### src/rtl/chargen_pkg.sv
// Shared types and constants for the chargen_src character generator.
//   ASCII_CR / ASCII_LF : line terminator bytes
//   state_e             : generator FSM states
//   offset_t            : 7-bit character offset within the rotating set
//   mod_step            : one compare/subtract stage of a mod-N reduction
package chargen_pkg;

  localparam logic [7:0] ASCII_CR = 8'h0D;
  localparam logic [7:0] ASCII_LF = 8'h0A;

  typedef enum logic [1:0] {
    S_IDLE,
    S_CHAR,
    S_CR,
    S_LF
  } state_e;

  typedef logic [6:0] offset_t;

  // Subtract the modulus once if the value is at or above it.
  function automatic logic [8:0] mod_step(input logic [8:0] val, input logic [8:0] modulus);
    return (val >= modulus) ? (val - modulus) : val;
  endfunction

endpackage

### src/rtl/chargen_mod_ctr.sv
// Modulo-N up-counter with synchronous active-high reset.
//   clk_i      : clock
//   rst_i      : synchronous reset, clears count to 0
//   inc_i      : advance by one this cycle
//   cnt_nxt_o  : value the counter will hold after this edge
//   wrap_o     : high when inc_i is set at Modulus-1 (count returns to 0)
module chargen_mod_ctr #(
  parameter int unsigned Modulus = 2,
  parameter int unsigned Width   = 8
) (
  input  logic             clk_i,
  input  logic             rst_i,
  input  logic             inc_i,
  output logic [Width-1:0] cnt_nxt_o,
  output logic             wrap_o
);

  localparam logic [Width-1:0] CntMax = Width'(Modulus - 1);

  logic [Width-1:0] cnt_q, cnt_d;

  always_comb begin
    cnt_d  = cnt_q;
    wrap_o = 1'b0;
    if (inc_i) begin
      if (cnt_q == CntMax) begin
        cnt_d  = '0;
        wrap_o = 1'b1;
      end else begin
        cnt_d = cnt_q + 1'b1;
      end
    end
  end

  assign cnt_nxt_o = cnt_d;

  always_ff @(posedge clk_i) begin
    if (rst_i) begin
      cnt_q <= '0;
    end else begin
      cnt_q <= cnt_d;
    end
  end

endmodule

### src/rtl/chargen_src.sv
// RFC 864-style character generator feeding a byte consumer over an
// active-low valid/ready handshake. Emits rotating lines of printable ASCII,
// each line starting one character later than the previous one.
//   clk_i       : clock, rising edge
//   rst_i       : synchronous active-high reset
//   en_i        : run enable, only sampled when no byte is pending
//   ready_n_i   : consumer ready (active low)
//   valid_n_o   : byte valid (active low)
//   data_o      : presented byte
//   line_done_o : one-cycle pulse after the final terminator byte transfers
// Build option: define CHARGEN_CR_EN for a CR LF terminator; otherwise LF only.
module chargen_src
  import chargen_pkg::*;
#(
  parameter int unsigned LINE_LEN = 72,
  parameter logic [7:0]  FIRST    = 8'h20,
  parameter logic [7:0]  LAST     = 8'h7E
) (
  input  logic       clk_i,
  input  logic       rst_i,
  input  logic       en_i,
  input  logic       ready_n_i,
  output logic       valid_n_o,
  output logic [7:0] data_o,
  output logic       line_done_o
);

  localparam int unsigned N = int'(LAST) - int'(FIRST) + 1;
  // Enough compare/subtract stages to reduce line_start + col below N.
  localparam int unsigned RedSteps = (LINE_LEN - 1) / N + 1;

  state_e     state_q, state_d;
  logic [7:0] data_q, data_d;
  logic       line_done_q, line_done_d;

  logic       xfer;
  logic       col_inc, col_wrap;
  logic       ls_inc, unused_ls_wrap;
  logic [7:0] col_nxt;
  offset_t    ls_nxt;
  logic [8:0] pos_sum;
  logic [7:0] char_nxt;

  chargen_mod_ctr #(
    .Modulus(LINE_LEN),
    .Width  (8)
  ) u_col_ctr (
    .clk_i    (clk_i),
    .rst_i    (rst_i),
    .inc_i    (col_inc),
    .cnt_nxt_o(col_nxt),
    .wrap_o   (col_wrap)
  );

  chargen_mod_ctr #(
    .Modulus(N),
    .Width  ($bits(offset_t))
  ) u_ls_ctr (
    .clk_i    (clk_i),
    .rst_i    (rst_i),
    .inc_i    (ls_inc),
    .cnt_nxt_o(ls_nxt),
    .wrap_o   (unused_ls_wrap)
  );

  assign xfer = (state_q != S_IDLE) && !ready_n_i;

  // Character at the position the counters hold after this edge, so a byte
  // loaded on a transfer edge is already the following one.
  always_comb begin
    pos_sum = {2'b00, ls_nxt} + {1'b0, col_nxt};
    for (int unsigned i = 0; i < RedSteps; i++) begin
      pos_sum = mod_step(pos_sum, 9'(N));
    end
    char_nxt = FIRST + pos_sum[7:0];
  end

  always_comb begin
    state_d     = state_q;
    data_d      = data_q;
    line_done_d = 1'b0;
    col_inc     = 1'b0;
    ls_inc      = 1'b0;
    case (state_q)
      S_IDLE: begin
        if (en_i) begin
          state_d = S_CHAR;
          data_d  = char_nxt;
        end
      end
      S_CHAR: begin
        if (xfer) begin
          col_inc = 1'b1;
          if (col_wrap) begin
`ifdef CHARGEN_CR_EN
            state_d = S_CR;
            data_d  = ASCII_CR;
`else
            state_d = S_LF;
            data_d  = ASCII_LF;
`endif
          end else if (en_i) begin
            data_d = char_nxt;
          end else begin
            state_d = S_IDLE;
          end
        end
      end
`ifdef CHARGEN_CR_EN
      S_CR: begin
        if (xfer) begin
          state_d = S_LF;
          data_d  = ASCII_LF;
        end
      end
`endif
      S_LF: begin
        if (xfer) begin
          // col already wrapped to 0 on the last character transfer.
          ls_inc      = 1'b1;
          line_done_d = 1'b1;
          if (en_i) begin
            state_d = S_CHAR;
            data_d  = char_nxt;
          end else begin
            state_d = S_IDLE;
          end
        end
      end
      default: begin
        state_d = S_IDLE;
      end
    endcase
  end

  always_ff @(posedge clk_i) begin
    if (rst_i) begin
      state_q     <= S_IDLE;
      data_q      <= FIRST;
      line_done_q <= 1'b0;
    end else begin
      state_q     <= state_d;
      data_q      <= data_d;
      line_done_q <= line_done_d;
    end
  end

  assign valid_n_o   = (state_q == S_IDLE);
  assign data_o      = data_q;
  assign line_done_o = line_done_q;

endmodule

### config.mk
export PLATFORM = sky130hd
export DESIGN_NAME = chargen_src
export DESIGN_NICKNAME = d
export VERILOG_FILES = /design/src/rtl/chargen_pkg.sv /design/src/rtl/chargen_mod_ctr.sv /design/src/rtl/chargen_src.sv
export SDC_FILE = /design/constraint.sdc
export NUM_CORES = 1
export LEC_CHECK = 0
export CORE_UTILIZATION = 52
export DETAILED_ROUTE_END_ITERATION = 8
export PLACE_DENSITY = 0.71
export SYNTH_ARGS = -nofsm -noshare
export SYNTH_HDL_FRONTEND = slang
export SYNTH_SLANG_ARGS = --single-unit
export TNS_END_PERCENT = 50
### constraint.sdc
create_clock -name clk_i -period 3.9 [get_ports clk_i]
set_input_delay 0.78 -clock clk_i [delete_from_list [all_inputs] [get_ports clk_i]]
set_output_delay 0.78 -clock clk_i [all_outputs]
set_load 0.01 [all_outputs]
Word level (Yosys, flattened, before mapping)
Index checks and enable logic that the tools add are counted.

storage, ports and cells
  register bits = 26
  input port bits = 4
  output and inout bits = 10

operators by class
  $add $sub $neg = 5
  magnitude comparators = 1
  eq/ne operators = 8
  multiplexer cells = 22
  reduce and logical (&&, ||, !) cells = 7

operators by type and width
  operator                                             count
  2-to-1 mux 8 bit                                     7
  case mux 8 bit (3 select lines)                      1
  2-to-1 mux 7 bit                                     2
  2-to-1 mux 2 bit                                     5
  adder 7 x 8 -> 9 bit                                 1
  >= comparator 9 x 7 -> 1 bit, second input constant  1
  adder 6 x 8 -> 8 bit, first input constant           1
  adder 8 x 1 -> 8 bit, second input constant          1
  == test 8 x 7 -> 1 bit, second input constant        1
  subtractor 8 x 7 -> 8 bit, second input constant     1
  adder 7 x 1 -> 7 bit, second input constant          1
  == test 7 bit, second input constant                 1
  2-to-1 mux 1 bit                                     6
  != test 2 bit, second input constant                 3
  case mux 2 bit (3 select lines)                      1
  AND reduction 4 bit                                  1
  != test 3 bit, second input constant                 1
  AND reduction 3 bit                                  1
  nonzero test 3 bit                                   1
  == test 2 x 1 -> 1 bit, second input constant        1
  == test 2 bit, second input constant                 1
  zero test 2 bit                                      1
  nonzero test 2 bit                                   1
  logical AND 1 bit                                    1
  zero test 1 bit                                      1

Longest topological paths before layout
Gate-level depths: netlist of run 1.

  word-level depth = 13
  depth in mapped cells = 21
  gate-level depth less buffers = 21

By module
A second synthesis of run 1 with hierarchy kept.

unflattened totals
  cells, all modules = 229
  area total of the unflattened synthesis = 2,000.7 um^2

by module, submodules not included
  module                       times used  cells each  area each (um^2)
  chargen_src                  1           132         1,171.1
  chargen_mod_ctr (u_col_ctr)  1           47          425.4
  chargen_mod_ctr (u_ls_ctr)   1           50          404.1

Worst setup path before layout of run 1
OpenSTA, ideal clock, no wires.

  path kind = input to register
  from = input ready_n_i
  to = register data_q[7], in the netlist data_o[7]
  setup time = 0.059 ns
  data arrival time = 3.863 ns
  data required time = 3.841 ns
  setup slack = -0.022 ns
  cell stages on the path = 18
  cells stage by stage = nor3b_2 -> nand4_1 -> nor2_2 -> nor2_1 -> ha_1 -> inv_1 -> fa_1 -> inv_1 -> ha_1 -> and2_1 -> nand3_1 -> a31oi_1 -> o21ai_1 -> xor2_1 -> ha_1 -> nor3_1 -> a32oi_1 -> nand2_1

between the ends
  longest elaborated chain between the ends = 13
  elaborated cells between the ends (all ways) = 21
  those cells by class = 3 x add/sub; 1 x order compare; 2 x eq/ne; 12 x mux; 3 x reduce/logical

RTL lines
  what                                                                       line                                                       source
  start: declaration                                                         chargen_src.sv:22                                          input logic ready_n_i,
  zero test 1 bit (*)                                                        chargen_src.sv:66                                          assign xfer = (state_q != S_IDLE) && !ready_n_i;
  logical AND 1 bit (*)                                                      chargen_src.sv:66
  2-to-1 mux 1 bit (*)                                                       chargen_src.sv:92                                          if (xfer) begin
  2-to-1 mux 1 bit (*)                                                       chargen_src.sv:84                                          case (state_q)
  2-to-1 mux 8 bit (*)                                                       chargen_mod_ctr.sv:25                                      if (inc_i) begin
  via col_nxt[0]                                                             chargen_src.sv:39                                          logic [7:0] col_nxt;
  adder 7 x 8 -> 9 bit (*)                                                   chargen_src.sv:71                                          pos_sum = {2'b00, ls_nxt} + {1'b0, col_nxt};
  subtractor 8 x 7 -> 8 bit or >= comparator 9 x 7 -> 1 bit (tied branches)  chargen_pkg.sv:22                                          return (val >= modulus) ? (val - modulus) : val;
  2-to-1 mux 8 bit (*)                                                       chargen_pkg.sv:22
  adder 6 x 8 -> 8 bit (*)                                                   chargen_src.sv:75                                          char_nxt = FIRST + pos_sum[7:0];
  2-to-1 mux 8 bit (*)                                                       chargen_src.sv:86, chargen_src.sv:102, chargen_src.sv:122
  2-to-1 mux 8 bit                                                           chargen_src.sv:94                                          if (col_wrap) begin
  2-to-1 mux 8 bit                                                           chargen_src.sv:92
  case mux 8 bit (3 select lines) (*)                                        chargen_src.sv:84
  end signal: assignment                                                     chargen_src.sv:143                                         data_q <= data_d;
  end: declaration                                                           chargen_src.sv:33                                          logic [7:0] data_q, data_d;

Mark *: on every way through the listed nets, which the timed path passes. The rest lies on a longest branch. The select of a mux whose other input is x is not followed.
A chain may end at the register's enable or synchronous reset.

Worst setup path after layout of run 1
Same ends and word-level chain as after synthesis.

==> out/results.ini, run 1 <==
[flow_run]
cap_violations=0

[die]
rows=20
initial_utilization_pct=56.3
die_h_um=60.5
io_pins=14
core_area_mm2=0.00315
dieArea_mm2=0.00365
die_w_um=60.5

[clocking]
cts_tree=built
htreeDepth=1
cts_buffers=3
ctsHoldBuffers=0
root_buffer=clkbuf_4
cts_sinks=26
clockBufferDepth=2
clk_pin_slew_worst_paths_ns=0.15
clk_latency_ns=0.34

[synth]
synth_edf_count=0
synth_fp_nets=230
ys_warn_count=0
ys_ff_latch=26
syn_area_mm2=0.00178
yosysTopAreaCell=dfxtp_1
ys_async_sr_fraction_pct=0
ys_types=44
seq_area_frac_synth_pct=29.3
syn_avg_cell_area_um2=8.34
synthTopCellsByArea=dfxtp_1 (29%), ha_1 (8.5%), xnor2_1 (5.9%), nand2_1 (4.2%), nor2b_1 (4.2%)
synthFlopType=dfxtp_1
syn_inst=213
synth_top_area_share_pct=29.3

[timing]
max_freq_mhz=265
fin_crit_sh_pct=96.6
setup_viol=0
finalCriticalPeriod_ns=3.77
worstMarginPinSlew_ns=1.09
slew_violations=0
finClkSkew_ns=0.00557
relSlewSlack_pct=26.9
hold_violations=0
hold_ws_ns=0.469

[finish]
seq_area_um2=524
n_fill_cell=246
nNetsFinal=288
most-common-layout-cells=buf_4 (44), dfxtp_1 (23), nand2_1 (20)
multiInputGateArea_mm2=0.00133
areaGrowthSynthToFinish_pct=37.1
finalNonFillerCells=314
drive_gt1_share_pct=32.6
diodes=0
post-route-util_pct=77.3
layout_commonest_cell=buf_4

[route]
vias=1780
post_drt_wl_per_cell_um=15.3
drtPass1Iterations=5
via_per_inst=5.67
drc=0
finalWirelength_mm=4.80
ant_nets=0
drt_iter0_drc=93

[global_route]
grt_pass1_wl_mm=7.07
grt_use_total_pct=26.4
grt_pass1_vias=1666
grt_overflow_total=0
antenna_found_initial=0
grt_max_degree=29

[hold_path]
hp-class=reg -> reg

[place]
numPortBuffers=13
place_congestion=0.835
dp_hpwl_mm=3.41
dp.cells=302

[power_and_ir_drop]
switching_share_pct=25.6
clock_power_share_pct=31.2
p_per_area_mw_per_mm2=194
p_sw_uw=121
leakage_nw=1.08
vdd_drop_max_mv=0.128
seqPwrFrac_pct=58.0
comb_power_share_pct=10.8
intPower_uw=352

[worst_setup_path]
crit_path_start_kind=primary input
worstPathRequired_ns=4.15
crit_path_end_kind=register
cp.arrival_ns=4.02
path_class=in -> reg
crit_path_max_fanout=5

[run_status]
status=completed

-- sequential cells by signal, summed over array words and instances (netlist names) --
signal           count
data_o               8
u_col_ctr.cnt_q      8
u_ls_ctr.cnt_q       7
state_q              2
line_done_o          1
-- layer usage --
| layer | global-route usage (%) | up-vias | part of all wire (%) |
|---|---|---|---|
| met3 | 3.62 | 11 | 2.9 |
| met4 | 8.44 | 0 | 2.0 |
| met1 | 29.0 | 847 | 41 |
| met2 | 51.5 | 46 | 54 |
| li1 | - | 876 | - |
| met5 | 0 | - | 0 |
-- what timing repair did --
item | 4_1_cts | 5_1_grt
resized for setup | 4 | 26
buffers inserted | 3 | 5
setup endpoints to repair | 4 | 3
pin swaps | 4 | 9
-- worst max-delay path, cell delays in order --
cell and delay, ns:
clkbuf_2 0.12, nor3b_2 0.20, buf_4 0.17, nand4_1 0.18, nor2_4 0.16, nor2_1 0.07
ha_2 0.18, inv_1 0.07, fa_2 0.47, inv_2 0.08, ha_1 0.16, and2_4 0.16
nand3_2 0.11, a31oi_4 0.24, o21ai_2 0.07, xor2_1 0.21, ha_2 0.22, nor3_2 0.05
a32oi_1 0.25, nand2_1 0.07
-- logic make-up after synthesis --
family / count (synthesis) / synth area share [%]
and+or+nand+nor: 88 / 27.2
AOI/OAI and AO/OA: 52 / 20.1
DFF: 26 / 29.3
xor gates and xnor gates: 16 / 8.31
buffers and inverters: 13 / 2.75
adders and majority gates: 13 / 9.58
muxes: 5 / 2.82
-- power groups by stage --
stage,clock network (mW),logic (mW),registers [mW]
finish,0.147,0.0511,0.274
floorplan,0,0.0259,0.280
global route,0.157,0.0550,0.275
CTS,0.145,0.0493,0.274
detailed placement,0,0.0488,0.280
global placement,0,0.0471,0.279
-- worst paths after layout --
| check | from | endpoint | slack (ns) | cells past startpoint |
|---|---|---|---|---|
| worst max-delay path | ready_n_i | data_o[7] | 0.13 | 20 |
| worst min-delay path | data_o[1] | data_o[1] | 0.47 | 2 |
| worst max register to register | u_ls_ctr.cnt_q[0] | data_o[7] | 0.21 | 20 |
| worst min register to register | data_o[1] | data_o[1] | 0.47 | 2 |
-- metrics by stage --
step                power (mW)  setup slack [ns]  TNS [ns]  area [um2]
floorplan                0.306           0.00896         0        1790
global placement         0.327            -0.441     -1.94        2230
detailed placement       0.329            -0.669     -3.04        2230
CTS                      0.468            0.0109         0        2300
global route             0.487           -0.0358   -0.0358        2440
finish                   0.473             0.131         0        2440
-- Yosys cell counts (2+ instances only) --
master and instances:
nand2b_1 2, a221oi_2 2, a21o_1 6, nor3_1 11, inv_1 9, nand2_1 20, o21ai_1 5, and3_1 2
o31ai_1 3, nand3_1 7, nor2b_1 12, o22ai_1 2, clkbuf_1 3, ha_1 12, a31oi_1 3, xnor2_1 12
or2_2 3, o21ai_0 9, mux2i_1 5, a21oi_1 14, dfxtp_1 26, nand4_1 4, xor2_1 3, nor2_1 18
-- cell type report --
type | count | area share [%]
multi-input combinational | 174 | 54.6
sequential | 26 | 21.5
timing repair buffer | 57 | 18.7
tap | 44 | 2.26
clock buffer | 4 | 1.49
inverter | 9 | 1.39
No activity file was read; power rests on OpenSTA's default activity.
==> inputs of run 2 (changes only) <==
CTS_CLUSTER_SIZE = 40   (was unset)
==> results of run 2 <==
Final layout, timing and power as in run 1 (identical DEF).
